--- src/rtl/sample_capture_dma.sv ---
`default_nettype none
// ============================================================================
// sample_capture_dma : sign-extends a sample stream and DMA-writes it to SDRAM
//   for the sorter. Optional macro: CAPTURE_OFFSET_BINARY_EN.  Rev 1.0
// ============================================================================
module sample_capture_dma #(
  parameter int          DATA_W       = 24,
  parameter int          MAX_COUNT    = 1024,
  parameter logic [31:0] DEFAULT_BASE = 32'h6000
) (
  input  logic              clk,
  input  logic              rst_n,
  output logic              slave_waitrequest,
  input  logic [1:0]        slave_address,
  input  logic              slave_read,
  output logic [31:0]       slave_readdata,
  input  logic              slave_write,
  input  logic [31:0]       slave_writedata,
  input  logic              master_waitrequest,
  output logic [31:0]       master_address,
  output logic              master_write,
  output logic [31:0]       master_writedata,
  input  logic              in_valid,
  output logic              in_ready,
  input  logic [DATA_W-1:0] in_data,
  output logic              sort_start
);

  localparam int                 c_CNT_W     = $clog2(MAX_COUNT + 1);
  localparam logic [c_CNT_W-1:0] c_MAX_CNT   = c_CNT_W'(MAX_COUNT);
  localparam logic [c_CNT_W-1:0] c_ONE       = c_CNT_W'(1);
  localparam logic [31:0]        c_MAX_CNT32 = 32'(MAX_COUNT);

  typedef enum logic [1:0] {
    S_IDLE    = 2'd0,
    S_CAPTURE = 2'd1,
    S_WRITE   = 2'd2,
    S_DONE    = 2'd3
  } state_t;

  state_t               r_state;
  logic [31:0]          r_base;
  logic [c_CNT_W-1:0]   r_count;
  logic [c_CNT_W-1:0]   r_words;

  logic                 w_busy;
  logic                 w_done;
  logic                 w_wr_ok;
  logic                 w_start;
  logic [c_CNT_W-1:0]   w_words_next;
  logic [31:0]          w_word_addr;
  logic [31:0]          w_sample_ext;
  logic [31:0]          w_sample_conv;

  assign w_busy            = (r_state == S_CAPTURE) || (r_state == S_WRITE);
  assign w_done            = (r_state == S_DONE);
  // Slave writes are parked while a run is in flight, then land once DONE.
  assign slave_waitrequest = slave_write && w_busy;
  assign w_wr_ok           = slave_write && !w_busy;
  assign w_start           = w_wr_ok && (slave_address == 2'd0);
  assign w_words_next      = r_words + c_ONE;
  assign w_word_addr       = r_base + {{(30 - c_CNT_W){1'b0}}, r_words, 2'b00};

  generate
    if (DATA_W == 32) begin : g_full_width
      assign w_sample_ext = in_data;
    end else begin : g_sign_extend
      assign w_sample_ext = {{(32 - DATA_W){in_data[DATA_W-1]}}, in_data};
    end
  endgenerate

`ifdef CAPTURE_OFFSET_BINARY_EN
  // Flip the sign bit so an unsigned compare orders samples by signed value.
  assign w_sample_conv = {~w_sample_ext[31], w_sample_ext[30:0]};
`else
  assign w_sample_conv = w_sample_ext;
`endif

  always_comb begin
    slave_readdata = 32'd0;
    if (slave_read) begin
      case (slave_address)
        2'd0:    slave_readdata = {30'd0, w_done, w_busy};
        2'd1:    slave_readdata = r_base;
        2'd2:    slave_readdata = {{(32 - c_CNT_W){1'b0}}, r_count};
        default: slave_readdata = {{(32 - c_CNT_W){1'b0}}, r_words};
      endcase
    end
  end

  always_ff @(posedge clk or negedge rst_n) begin
    if (!rst_n) begin
      r_state          <= S_IDLE;
      r_base           <= DEFAULT_BASE;
      r_count          <= c_MAX_CNT;
      r_words          <= '0;
      in_ready         <= 1'b0;
      master_write     <= 1'b0;
      master_address   <= 32'd0;
      master_writedata <= 32'd0;
      sort_start       <= 1'b0;
    end else begin
      sort_start <= 1'b0;

      if (w_wr_ok && (slave_address == 2'd1)) begin
        r_base <= {slave_writedata[31:2], 2'b00};
      end
      if (w_wr_ok && (slave_address == 2'd2)) begin
        r_count <= (slave_writedata > c_MAX_CNT32) ? c_MAX_CNT
                                                   : slave_writedata[c_CNT_W-1:0];
      end

      case (r_state)
        S_IDLE, S_DONE: begin
          if (w_start) begin
            r_words <= '0;
            if (r_count != '0) begin
              r_state  <= S_CAPTURE;
              in_ready <= 1'b1;
            end else begin
              r_state    <= S_DONE;
              sort_start <= 1'b1;
            end
          end
        end

        S_CAPTURE: begin
          if (in_valid) begin
            in_ready         <= 1'b0;
            master_write     <= 1'b1;
            master_address   <= w_word_addr;
            master_writedata <= w_sample_conv;
            r_state          <= S_WRITE;
          end
        end

        S_WRITE: begin
          if (!master_waitrequest) begin
            master_write <= 1'b0;
            r_words      <= w_words_next;
            if (w_words_next == r_count) begin
              r_state    <= S_DONE;
              sort_start <= 1'b1;
            end else begin
              r_state  <= S_CAPTURE;
              in_ready <= 1'b1;
            end
          end
        end

        default: r_state <= S_IDLE;
      endcase
    end
  end

endmodule
`default_nettype wire

--- config.mk ---
export PLATFORM = sky130hd
export DESIGN_NAME = sample_capture_dma
export DESIGN_NICKNAME = d
export VERILOG_FILES = /design/src/rtl/sample_capture_dma.sv
export SDC_FILE = /design/constraint.sdc
export NUM_CORES = 1
export LEC_CHECK = 0
export ABC_AREA = 1
export BUFFER_PORTS_ARGS = -buffer_cell sky130_fd_sc_hd__buf_2
export CAP_MARGIN = 20
export CORE_MARGIN = 8
export CORE_UTILIZATION = 45
export CTS_CLUSTER_SIZE = 14
export DETAILED_ROUTE_END_ITERATION = 8
export GPL_ROUTABILITY_DRIVEN = 0
export GPL_TIMING_DRIVEN = 1
export PLACE_DENSITY = 0.66
export SYNTH_ARGS = -nofsm -noshare
export SYNTH_HDL_FRONTEND = slang
export SYNTH_SLANG_ARGS = --single-unit
--- constraint.sdc ---
create_clock -name clk -period 2.2 [get_ports clk]
set_input_delay 0.11 -clock clk [delete_from_list [all_inputs] [get_ports clk]]
set_output_delay 0.11 -clock clk [all_outputs]
set_load 0.02 [all_outputs]
# Word-level counts from Yosys, hierarchy flattened
# Index checks and enable logic that the tools add are counted.
# word_totals
ff_bits,113
inputBits,64
# classes
n_mux,26
order_cmp,1
reduce_logical,18
eq_ne,11
add_sub_neg,2
# op_table
cell,count
$pmux 32 s3,1
$mux 11,3
$add 32x13->32,1
$gt 32x11->1 const B,1
$mux 32,1
$pmux 11 s2,1
$add 11x1->11 const B,1
$eq 11x11->1,1
$mux 1,11
$reduce_bool 11->1,1
$mux 2,5
$ne 2x2->1 const B,5
$reduce_and 3->1,3
$eq 2x2->1 const B,3
$pmux 2 s3,1
$logic_and 1x1->1,5
$reduce_and 5->1,1
$eq 2x1->1 const B,2
$logic_not 2->1,2
$pmux 1 s2,2
$reduce_bool 2->1,2
$pmux 1 s3,1
$reduce_and 2->1,1
$reduce_or 2->1,1
other kinds (2),2

# Longest topological paths before layout
# depth
ltp_word,7
ltp_mapped,15
ltp_nobuf,15

# Worst setup path after synthesis
# No wires, ideal clock.
# synth_path
path_type,register -> register
startpoint,reg r_words[0]
endpoint,reg master_address[20]
path_buffers,0
path_stages_with_launch,12
path_slack_ns,0.299
setup_time_ns,0.082
t_arrival_ns,1.819
synth_period_minus_slack_ns,1.901
required_time_ns,2.118
path_cell_list,dfrtp_1 -> ha_1 -> fa_1 -> nand2_1 -> a21oi_2 -> a21oi_1 -> inv_1 -> a21oi_1 -> inv_1 -> nand2_1 -> nand2_1 -> a31oi_1
# synth_between
elab_chain_cells,1
# synth_lines
item,line_no,source
start: declaration,44,logic [c_CNT_W-1:0] r_words;
start signal: assignment,140,r_words <= w_words_next;
$add 32x13->32,62,"assign w_word_addr = r_base + {{(30 - c_CNT_W){1'b0}}, r_words, 2'b00};"
end signal: assignment,131,master_address <= w_word_addr;
end: declaration,20,"output logic [31:0] master_address,"
# No other way between the ends.
# A chain may end at the register's enable or synchronous reset.

# Worst setup path after layout
# layout_path
startpoint,reg r_base[7]
endpoint,reg master_address[30]
# layout_between
elab_chain_cells,1
# layout_lines
item,line_no,source
start: declaration,42,logic [31:0] r_base;
start signal: assignment,106,"r_base <= {slave_writedata[31:2], 2'b00};"
$add 32x13->32,62,
# No other way between the ends.

==> results.md <==
- Via/cell ratio: 5.16
- Peak VDD IR: 0.477 mV
- Reg-to-Reg Start: r_base[7]
- Reg-to-Reg End: master_address[30]
- Synth Area in Compound Gates: 0.107
- Final HPWL DP: 15,000 um
- Total clock buffers created by CTS: 9
- Pwr/cell area: 1260 nW/um2
- Post-synthesis adder-cell area fraction: 0.0352
- H-tree depth: 3
- Post-synth top area share: 0.432
- WL met2: 7970 um
- Total negative setup slack: 0 ns
- CTS tree: done
- Library cells used by synthesis: 38
- Fin cells: 1,211
- CP max FO: 5
- Drt total wl: 19,400 um
- Vias in the first global route: 5,984
- Final WS setup: 0.127 ns
- Antenna-violating nets left: 0
- Drt wl/cell: 16.0 um
- DRC: 0
- XOR/XNOR share of the synthesized area: 0.0218
- CP endpoint kind: flip-flop
- Final-report hold violation count: 0
- Syn-to-layout area delta: 27.0%
- DR vias: 6,248
- Top-count cell post-synth: nand2_1
- Rel. slew slack: 0.639
- Max_cap viols: 0
- Syn Area/Cell: 7.47 um2
- Grt total ovfl: 0
- Largest family of logic cells by synthesized area: simple AND/OR/NAND/NOR gates
- Total power: 0.0100 W
- Hold Path Class: in2reg
- Rows: 43
- Io pins: 164
- Worst Skew: 0.00882 ns
- Area contributors post-synth: dfrtp_1 (43%), nand2_1 (15%), nor2_1 (6.4%)
- Top Metal Used: met4
- Synth area leader: dfrtp_1
- Max Buffers Root-to-Sink: 2
- Die ar.: 17,900 um2
- Initial drt markers: 632
- M1 WL: 9360 um
- Reg clk slew, reported paths: 0.08 ns
- Fin crit share: 0.942
- Hold Path Stages: 3
- Final Net Count: 1,107
- Critical Path Start Type: flip-flop
- HP Start: slave_writedata[16]
- Final core utilization: 0.579
- CP startpoint: r_base[7]
- IO Port Bufs: 161
- Core area: 13,700 um2
- Synth warnings: 0
- Die width: 134 um
- Top FF cell, synth: dfrtp_1
- TritonRoute pass-1 iters: 6
- CTS Root Buffer Type: clkbuf_16
- Post-route minimum period: 2.07 ns
- Share of cells above drive strength 1: 0.225
- Critical Path AT: 2.35 ns
- # setup viols final: 0
- Worst-Margin Slew: 0.540 ns
- Mux contribution to synthesized area: 0.0108
- Initial antenna violation count: 0
- Hold Path End: r_base[16]
- Clock sinks: 111
- Register area share after synthesis: 0.445
- Outcome: finished clean
- RSZ-0062 raised after global routing: yes
- Pre-CTS setup slack: 0.156 ns
- FF+latch count, synth: 111
- Worst-Skew Late Latency: 0.36 ns
- FFs w/ async S/R, synth: 1.00
- Chip height: 134 um
- Post-synth EDFFs: 0
- R2R setup slack: 0.13 ns
- Reg2reg path depth: 10
- Cells after Synth: 838
- Maximum clock rate: 482 MHz
- Max Transition Viols Final: 0
- Pin count of the biggest net entering global routing: 50
- Met3 wire length: 1720 um
- GRT Resource Usage Total: 0.220
- Critical Path RT: 2.48 ns
- Placed insts: 1,164
- Synthesized cell area: 6260 um2
- Synth top cells by count: nand2_1 (245), dfrtp_1 (108), nor2_1 (107)
- First-pass GRT wire length: 31,600 um
- Static leakage: 4.17 nW
- Simple-Gate Fraction of Synth Area: 0.298
- Ant. Diodes: 0
- Critical path class: reg2reg
- Starting Density: 0.456
-- repair_timing --
action,in CTS,in global routing
setup buffers,0,2
hold buffers,29,0
resized for setup,0,9
endpoints found under the hold margin,55,0
endpoints found under the setup margin,0,9
-- worst max-delay path by stage --
| stage | endpoint | slack, ns | cells past startpoint |
|---|---|---|---|
| 6_report | master_address[30] | 0.13 | 10 |
| 5_1_grt | master_address[28] | -0.002 | 13 |
| 2_1_floorplan | master_address[20] | 0.30 | 11 |
| 4_1_cts | master_address[30] | 0.13 | 11 |
| 3_3_place_gp | master_address[21] | 0.22 | 9 |
| 3_5_place_dp | master_address[30] | 0.16 | 11 |
-- cell type report --
| class | instances | area (um2) |
|---|---|---|
| flip-flops and latches | 111 | 2780 |
| clock inverters | 6 | 46.3 |
| well taps | 180 | 225 |
| clock buffers | 10 | 229 |
| multi-input cells | 602 | 3040 |
| inverters | 91 | 342 |
| fillers | 1285 | 5780 |
| repair buffers | 211 | 1280 |
-- critical path, cell delays in order (launching register included) --
cell	delay, ns
dfrtp_1	0.45
ha_1	0.38
a21oi_1	0.22
nor2_1	0.06
nor2_1	0.13
nand2_1	0.13
a21oi_1	0.24
inv_1	0.13
nand2_1	0.08
nand2_1	0.05
a31oi_1	0.12
-- per-layer routing --
layer  up-vias  GRT usage
met3        21     0.0430
met2       282      0.313
met1      2856      0.321
met4         0     0.0836
li1       3089          -
met5         -          0
-- state kept, by name, summed over array words and instances (netlist names) --
name              cells
r_count              11
r_words              11
master_address       30
master_writedata     24
in_ready              1
r_state               2
r_base               30
sort_start            1
master_write          1
-- cells in the final DEF (no fill, tap or decap), drive strengths merged, types with 2 or more instances in the layout --
cell type / instances
clkinvlp: 2
nor2: 113
dfstp: 3
conb: 2
mux2: 6
dlygate4sd3: 29
o21ai: 35
or2: 2
a21oi: 35
xnor2: 5
nand3: 37
a31oi: 16
dfrtp: 108
buf: 182
inv: 90
xor2: 8
nand4: 17
o22ai: 28
ha: 16
nor4: 7
clkbuf: 10
nand2: 248
a21o: 2
clkinv: 5
nor3: 19
-- metrics by stage --
step / instance area (um2) / hold WS (ns)
after floorplan: 6260 / -0.186
after global placement: 7290 / 0.0870
after detailed placement: 7290 / 0.0857
after CTS: 7850 / 0.00209
after global routing: 7940 / 0.0203
final: 7940 / 0.0127
-- kinds of logic (layout without fill, tap and decap cells) --
logic type      count (synthesis)  in the layout
compound gates                118            118
buf+inv                       126            318
fa+ha+maj                      17             17
mux                             6              6
other cells                     1              2
simple gates                  445            445
flops                         111            111
xor+xnor                       14             14
-- report_power, final --
group          internal [W]  switching (W)  total (W)
Sequential          0.00291       0.000751    0.00367
Clock              0.000775       0.000770    0.00155
Combinational       0.00163        0.00317    0.00479
Power figures use the tool's default switching activity.
